**src/rtl/usb_capture_packer.sv**
```systemverilog
// Packs the captured byte stream into BYTES-wide little-endian words with last/byte-count tags.
// Optional idle auto-flush is compiled in when PACKER_TIMEOUT_EN is defined.
module usb_capture_packer #(
    parameter int          BYTES     = 2,
    parameter int          TIMEOUT_W = 16,
    parameter logic [7:0]  PAD       = 8'h00
) (
    input  logic                 clk_i,
    input  logic                 reset_ni,
    input  logic [7:0]           in_data_i,
    input  logic                 in_valid_i,
    output logic                 in_ack_o,
    input  logic                 flush_i,
    input  logic [TIMEOUT_W-1:0] cfg_timeout_i,
    output logic [8*BYTES-1:0]   out_data_o,
    output logic [3:0]           out_nbytes_o,
    output logic                 out_last_o,
    output logic                 out_valid_o,
    input  logic                 out_ready_i
);

    localparam int DW = 8 * BYTES;

    typedef enum logic {StFill, StFlush} state_t;

    state_t          r_state;
    state_t          w_state_next;
    logic [3:0]      r_cnt;
    logic [DW-1:0]   r_acc;
    logic [DW-1:0]   r_out_data;
    logic [3:0]      r_out_nbytes;
    logic            r_out_last;
    logic            r_out_valid;

    logic            w_slot;
    logic            w_ack;
    logic            w_flush_pend;
    logic            w_flush_req;
    logic            w_flush_exec;
    logic            w_word_done;
    logic            w_timeout;
    logic [DW-1:0]   w_acc_next;
    logic [DW-1:0]   w_pad_word;

    assign w_slot      = !r_out_valid || out_ready_i;
    assign w_ack       = in_valid_i && !w_flush_pend && !flush_i &&
                         ((r_cnt < 4'(BYTES - 1)) || w_slot);
    assign w_word_done = w_ack && (r_cnt == 4'(BYTES - 1));
    assign w_flush_req = (r_state == StFill) && (flush_i || w_timeout);

`ifdef PACKER_TIMEOUT_EN
    logic [TIMEOUT_W-1:0] r_idle;

    assign w_timeout = (cfg_timeout_i != '0) && (r_idle == cfg_timeout_i) && (r_state == StFill);

    always_ff @(posedge clk_i or negedge reset_ni) begin
        if (!reset_ni) begin
            r_idle <= '0;
        end else if ((r_state == StFlush) || (r_cnt == 4'd0) || w_ack || flush_i || w_timeout) begin
            r_idle <= '0;
        end else begin
            r_idle <= r_idle + 1'b1;
        end
    end
`else
    logic w_unused_cfg;

    assign w_unused_cfg = ^cfg_timeout_i;
    assign w_timeout    = 1'b0;
`endif

    // Current byte merged into its lane; the full word is taken from here directly.
    always_comb begin
        w_acc_next = r_acc;
        w_pad_word = r_acc;
        for (int i = 0; i < BYTES; i++) begin
            if (r_cnt == 4'(i)) begin
                w_acc_next[i*8 +: 8] = in_data_i;
            end
            if (4'(i) >= r_cnt) begin
                w_pad_word[i*8 +: 8] = PAD;
            end
        end
    end

    always_ff @(posedge clk_i or negedge reset_ni) begin
        if (!reset_ni) begin
            r_state <= StFill;
        end else begin
            r_state <= w_state_next;
        end
    end

    always_comb begin
        w_state_next = r_state;
        unique case (r_state)
            StFill:  if (w_flush_req) w_state_next = StFlush;
            StFlush: if (w_slot)      w_state_next = StFill;
            default: w_state_next = StFill;
        endcase
    end

    always_comb begin
        w_flush_pend = (r_state == StFlush);
        w_flush_exec = w_flush_pend && w_slot;
    end

    always_ff @(posedge clk_i or negedge reset_ni) begin
        if (!reset_ni) begin
            r_cnt        <= 4'd0;
            r_acc        <= '0;
            r_out_data   <= '0;
            r_out_nbytes <= 4'd0;
            r_out_last   <= 1'b0;
            r_out_valid  <= 1'b0;
        end else begin
            if (w_ack) begin
                r_acc <= w_acc_next;
                r_cnt <= w_word_done ? 4'd0 : r_cnt + 4'd1;
            end
            if (w_word_done) begin
                r_out_data   <= w_acc_next;
                r_out_nbytes <= 4'(BYTES);
                r_out_last   <= 1'b0;
                r_out_valid  <= 1'b1;
            end else if (w_flush_exec) begin
                if (r_cnt != 4'd0) begin
                    r_out_data   <= w_pad_word;
                    r_out_nbytes <= r_cnt;
                    r_out_last   <= 1'b1;
                    r_out_valid  <= 1'b1;
                    r_cnt        <= 4'd0;
                end else if (r_out_valid && !out_ready_i) begin
                    r_out_last <= 1'b1;
                end else begin
                    // Empty packet marker so the host issues a zero-length packet.
                    r_out_data   <= '0;
                    r_out_nbytes <= 4'd0;
                    r_out_last   <= 1'b1;
                    r_out_valid  <= 1'b1;
                end
            end else if (r_out_valid && out_ready_i) begin
                r_out_valid <= 1'b0;
            end
        end
    end

    assign in_ack_o     = w_ack;
    assign out_data_o   = r_out_data;
    assign out_nbytes_o = r_out_nbytes;
    assign out_last_o   = r_out_last;
    assign out_valid_o  = r_out_valid;

endmodule

```
**config.mk**
```make
export PLATFORM = sky130hd
export DESIGN_NAME = usb_capture_packer
export DESIGN_NICKNAME = d
export VERILOG_FILES = /design/src/rtl/usb_capture_packer.sv
export SDC_FILE = /design/constraint.sdc
export NUM_CORES = 1
export LEC_CHECK = 0
export ABC_AREA = 1
export BUFFER_PORTS_ARGS = -buffer_cell sky130_fd_sc_hd__buf_2
export CAP_MARGIN = 40
export CORE_AREA = 2 2 70 72
export DETAILED_ROUTE_END_ITERATION = 10
export DIE_AREA = 0 0 72 74
export PLACE_DENSITY = 0.76
export SETUP_SLACK_MARGIN = 0.05
export SYNTH_ARGS = -nofsm -noshare
export SYNTH_HDL_FRONTEND = slang
export SYNTH_SLANG_ARGS = --single-unit
```
**constraint.sdc**
```tcl
create_clock -name clk_i -period 1.4 [get_ports clk_i]
set_input_delay 0.28 -clock clk_i [delete_from_list [all_inputs] [get_ports clk_i]]
set_output_delay 0.28 -clock clk_i [all_outputs]
set_load 0.1 [all_outputs]
```
==> qor.txt, run 1 <==
status = finished with violations
violated checks = setup timing
number of global-route vias before repair = 2109
RSZ-0062 raised after global routing = true
endpoint type of the worst setup path = register
final net count = 373
pin count of the biggest net entering global routing = 27
wire length of the first global-routing pass = 9440 µm
hold path endpoint = r_state
top cell type's share of synthesized area = 51.4%
critical path's largest stage delay = 0.44 ns
fillers = 306
full die area = 0.00533 mm²
largest fanout on the critical path = 17
Cells after DPL = 366
H-tree depth = 2
Tmin final = 1.68 ns
Congestion Overflow GR = 0
CP max stage cell = dfrtp_1
clk sinks = 43
synthesized area per cell = 8.11 µm²
register area share after synthesis = 51.4%
Final Hold Viols = 0
Residual DRC = 0
initial antenna violation count = 0
fmax = 596 MHz
Crit Path Class = reg2reg
1st-iter DRT viols = 222
clock buffer depth = 2
worst r2r src = r_cnt[3]
Synth Cell Area = 0.00209 mm²
R2R cell count = 10
clk slew on worst S/H paths = 0.08 ns
utilization after layout = 68.5%
number of synthesis warnings = 0
Power Dens Cells = 2660 mW/mm²
worst min path class = in2reg
worst-path cell chain = buf_6 > inv_2 > nand2_4 > nor2_4 > nand4_4 > nand2_4 > inv_4 > buf_12 > nand2_1 > nand2_1
GRT Util Overall = 23.1%
Net Count, Synth = 289
overall power = 0.00839 W
Max Slew Vio Count = 0
DP HPWL = 3610 µm
Final Worst Setup Slack = -0.277 ns
maxcap violations = 0
vias = 2098
Worst-Skew Late Latency = 0.31 ns
Die Y = 74 µm
largest cells by area after synthesis = dfrtp_1 (51%), nand2_1 (20%), nand3_1 (5.5%), inv_1 (3.4%), nand4_1 (3.0%)
register bit total from synthesis = 43
Cell Rows = 25
die width = 72 µm
Req. time, crit path = 1.60 ns
Root Driver = clkbuf_8
layout cell share with drive strength beyond 1 = 39.7%
worst hold margin = 0.239 ns
Port Buf Inserts = 35
vias per cell = 5.28
hold depth = 3
cell taking the most area after synthesis = dfrtp_1
starting density of the core = 45.5%
num ports = 52
RePlAce Congestion = 0.839
antenna-violating nets left = 0
hold_sp = flush_i
clock skew = 0.00805 ns
Area Overhead vs Synth = 50.5%
Leak = 1.75 nW
FF-to-FF setup slack = -0.28 ns
clock tree from TritonCTS = done
VDD IR max = 1.02 mV
fin crit share = 120%
Arr. time, crit path = 1.88 ns
ANT cells = 0
Largest delay share family, worst path = simple AND/OR/NAND/NOR gates
worst reg2reg endpoint = out_data_o[4]
Detailed Route WL = 6210 µm
Core ar. = 0.00460 mm²
Post-Synthesis Cells = 258
Num CTS Buffers = 5
Final Non-Filler Cells = 397
CP bufs+invs = 4
worst slew pin tran = 0.461 ns
drt wl/cell = 15.6 µm
setup TNS = -7.84 ns
synth unique cells = 22
setup violators final = 42
Rel. slew slack = 69.2%
detailed-router iteration count before antenna repair = 4
Startpoint Class = register
-- worst min-delay path, stage by stage --
cell and delay (ns):
buf_2 0.09, nor2_1 0.05, nor2_1 0.09
-- layer usage --
layer  vias to the layer above  GRT usage (%)  wire (µm)
met4                         0           13.0        312
met2                        82           41.8       3140
met5                         -              0          0
met1                       999           26.0       2470
li1                        988              -          -
met3                        29           3.93        289
-- per-stage QoR --
stage                     cell area [µm²]  worst slack (ns)
after floorplan                      2180           -0.0976
after global placement               2620          -0.00991
after detailed placement             2620           -0.0335
after CTS                            3000            -0.224
after global routing                 3150            -0.336
final                                3150            -0.277
-- synth_stat cells, drive strengths merged --
| cell type | n |
|---|---|
| nand2 | 115 |
| nor2 | 10 |
| nand3 | 24 |
| buf | 10 |
| a21oi | 2 |
| ha | 2 |
| o21a | 6 |
| xor2 | 2 |
| nand4 | 11 |
| dfrtp | 43 |
| inv | 21 |
| o21ai | 11 |
| clkinv | 1 |
-- cells by family (layout without fill, tap and decap cells) --
kind of cell / after synthesis / after routing / synth area share, %
and+or+nand+nor: 160 / 161 / 33.7
DFF: 43 / 43 / 51.4
buffers and inverters: 32 / 116 / 7.60
AOI/OAI and AO/OA: 19 / 19 / 5.26
adders and majority gates: 2 / 2 / 1.20
xor gates and xnor gates: 2 / 2 / 0.837
-- flip-flops by register name, indices dropped and copies added (netlist names) --
| name | cells |
|---|---|
| out_data_o | 16 |
| out_last_o | 1 |
| out_nbytes_o | 4 |
| out_valid_o | 1 |
| r_acc | 16 |
| r_cnt | 4 |
| r_state | 1 |
-- what timing repair did --
item	in CTS	in global routing
hold buffers	1	0
pin swaps	6	14
endpoints found under the setup margin	59	43
resized for setup	42	36
cloned	3	2
endpoints found under the hold margin	17	0
setup buffers	12	9
-- layout make-up --
cell class,count,area [µm²],area share [%]
repair buffers,86,752,23.9
clock buffers,6,72.6,2.30
inverters,22,119,3.77
flip-flops and latches,43,1080,34.3
well taps,54,67.6,2.15
multi-input cells,184,998,31.7
clock inverters,2,60.1,1.91
-- cell usage in the layout (no fill, tap or decap), types with 4 or more instances in the layout --
cell type,Yosys,routed
nand2_1,110,95
buf_4,0,46
dfrtp_1,43,42
nand3_1,23,23
buf_6,4,19
nand2_2,3,16
buf_2,6,15
inv_1,19,12
nand4_1,10,10
inv_2,2,6
nor2_1,7,6
o21a_1,6,6
o21ai_1,4,5
clkbuf_8,0,5
nor2_4,1,4
nand2_4,2,4
o21ai_2,0,4
buf_12,0,4
-- where the power goes --
part,switching [W],internal (W)
Sequential,0.000292,0.00174
Combinational,0.00354,0.00167
Clock,0.000437,0.000713
-- how the worst max path moves through the flow --
| stage | endpoint | start | slack, ns | cells past startpoint |
|---|---|---|---|---|
| global route | out_data_o[0] | r_state | -0.34 | 11 |
| detailed placement | in_ack_o | r_cnt[2] | -0.03 | 6 |
| global placement | in_ack_o | r_cnt[2] | -0.01 | 6 |
| finish | out_data_o[4] | r_cnt[3] | -0.28 | 10 |
| floorplan | out_data_o[10] | out_valid_o | -0.1 | 9 |
| CTS | in_ack_o | r_cnt[1] | -0.22 | 7 |
Note: power is estimated with default switching activity, not from simulation.
==> run 2: changes to the inputs <==
--- a/config.mk
+++ b/config.mk
@@ -8,10 +8,10 @@
 export ABC_AREA = 1
 export BUFFER_PORTS_ARGS = -buffer_cell sky130_fd_sc_hd__buf_2
 export CAP_MARGIN = 40
-export CORE_AREA = 2 2 70 72
+export CORE_AREA = 2 2 67 69
 export DETAILED_ROUTE_END_ITERATION = 10
-export DIE_AREA = 0 0 72 74
-export PLACE_DENSITY = 0.76
+export DIE_AREA = 0 0 69 71
+export PLACE_DENSITY = 0.79
 export SETUP_SLACK_MARGIN = 0.05
 export SYNTH_ARGS = -nofsm -noshare
 export SYNTH_HDL_FRONTEND = slang
==> constraint.sdc (replaced) <==
create_clock -name clk_i -period 1.8 [get_ports clk_i]
set_input_delay 0.36 -clock clk_i [delete_from_list [all_inputs] [get_ports clk_i]]
set_output_delay 0.36 -clock clk_i [all_outputs]
set_load 0.1 [all_outputs]
==> run 2 against run 1 <==
Compared with the run above: the flow now finishes without violations; worst setup slack better by 0.36 ns; sequential share of layout area up 8.6 points; wire length down 25%; combinational power down 42%.
==> qor.txt, run 2 (same netlist as run 1, synthesis figures left out) <==
cell mode on critical path = nand2_4
placed cell areas = 0.00236 mm²
antenna-violating nets left = 0
status = completed
critical path's largest stage delay = 0.46 ns
Worst-Skew Late Latency = 0.29 ns
fin area = 0.00252 mm²
pin count of the biggest net entering global routing = 25
initial antenna violation count = 0
Rel. slew slack = 67.1%
RePlAce Congestion = 0.861
num ports = 52
Die Y = 71 µm
endpoint type of the worst setup path = output pin
worst min path class = in2async
wire length of the first global-routing pass = 8070 µm
clock tree from TritonCTS = done
Tmin final = 1.72 ns
number of global-route vias before repair = 1804
overall power = 0.00519 W
clk sinks = 43
commonest non-fill, non-tap cell in the layout = nand2_1
vias = 1836
H-tree depth = 2
layout cell share with drive strength beyond 1 = 25.1%
drt wl/cell = 12.9 µm
fillers = 381
die width = 69 µm
Congestion Overflow GR = 0
clock skew = 0.00497 ns
vias per cell = 5.11
Cell Rows = 24
Final Hold Viols = 0
final net count = 337
Num CTS Buffers = 5
clock buffer depth = 2
Detailed Route WL = 4640 µm
VDD IR max = 1.25 mV
detailed-router iteration count before antenna repair = 4
Arr. time, crit path = 1.36 ns
Power Dens Cells = 2060 mW/mm²
Max Slew Vio Count = 0
most frequent cells in the layout = nand2_1 (110), dfrtp_1 (40), buf_2 (34)
fin crit share = 95.6%
1st-iter DRT viols = 112
pre-CTS WS = 0.194 ns
largest fanout on the critical path = 6
Req. time, crit path = 1.44 ns
ANT cells = 0
Port Buf Inserts = 35
maxcap violations = 0
Crit Path Class = reg2out
clk slew on worst S/H paths = 0.08 ns
fmax = 581 MHz
worst slew pin tran = 0.494 ns
DP HPWL = 3200 µm
setup violators final = 0
Core ar. = 0.00420 mm²
Residual DRC = 0
Root Driver = clkbuf_8
Startpoint Class = register
starting density of the core = 49.8%
Area Overhead vs Synth = 20.3%
CP max stage cell = dfrtp_1
full die area = 0.00490 mm²
GRT Util Overall = 20.3%
Final Worst Setup Slack = 0.0796 ns
Leak = 1.50 nW
RSZ-0062 raised after global routing = true
worst-path cell chain = inv_2 > nand3_2 > nand2_4 > nand2_4 > inv_8 > buf_12
-- run 2: final cells by class --
cell class	count	area (µm²)	share of cell area [%]
Sequential cell	43	1080	42.9
Tap cell	52	65.1	2.58
Clock buffer	6	72.6	2.88
Timing Repair Buffer	51	330	13.1
Clock inverter	2	12.5	0.497
Multi-Input combinational cell	183	867	34.4
Inverter	22	90.1	3.58
-- run 2: metal layers --
metal / GRT usage [%] / part of all wire [%] / vias up / routed length [µm]
met5: 0 / 0 / - / 0
met2: 34.4 / 50 / 61 / 2320
li1: - / - / 918 / -
met3: 3.99 / 5.2 / 11 / 240
met4: 7.63 / 2.3 / 0 / 108
met1: 26.0 / 43 / 846 / 1980
-- run 2: final timing paths --
kind / from / to / slack, ns / cells after the start
max: r_cnt[0] / in_ack_o / 0.08 / 6
min: reset_ni / r_state / 0.02 / 1
max reg2reg: r_cnt[2] / out_data_o[3] / 0.17 / 9
min reg2reg: out_nbytes_o[2] / out_nbytes_o[2] / 0.47 / 2
max in group asynchronous: reset_ni / r_cnt[2] / 1.27 / 2
min in group clk_i: flush_i / r_state / 0.33 / 3
-- run 2: repair_timing --
item,CTS,global route
endpoints found under the hold margin,0,0
gates resized for setup,6,3
buffers inserted,2,5
hold buffers,0,0
pin swaps,0,3
endpoints found under the setup margin,1,6
-- run 2: per-stage QoR --
step	setup TNS [ns]	instances	util (%)	hold slack, ns
finish	0	359	59.9	0.0230
global route	-0.00386	359	59.9	0.0465
CTS	0	354	58.8	0.0368
detailed placement	0	344	56.1	0.353
global placement	0	344	56.1	0.341
floorplan	0	258	-	0.0644
-- run 2: worst max-delay path, delay by kind of cell, from the launching register on --
kind,cells,cell delay [ns]
flip-flops,1,0.46
buffers and inverters,3,0.36
AND/OR/NAND/NOR,3,0.25
-- run 2: power by group --
group          total (W)  internal [W]  switching [W]
logic            0.00303      0.000649        0.00238
registers        0.00156       0.00135       0.000213
clock network   0.000600      0.000271       0.000328
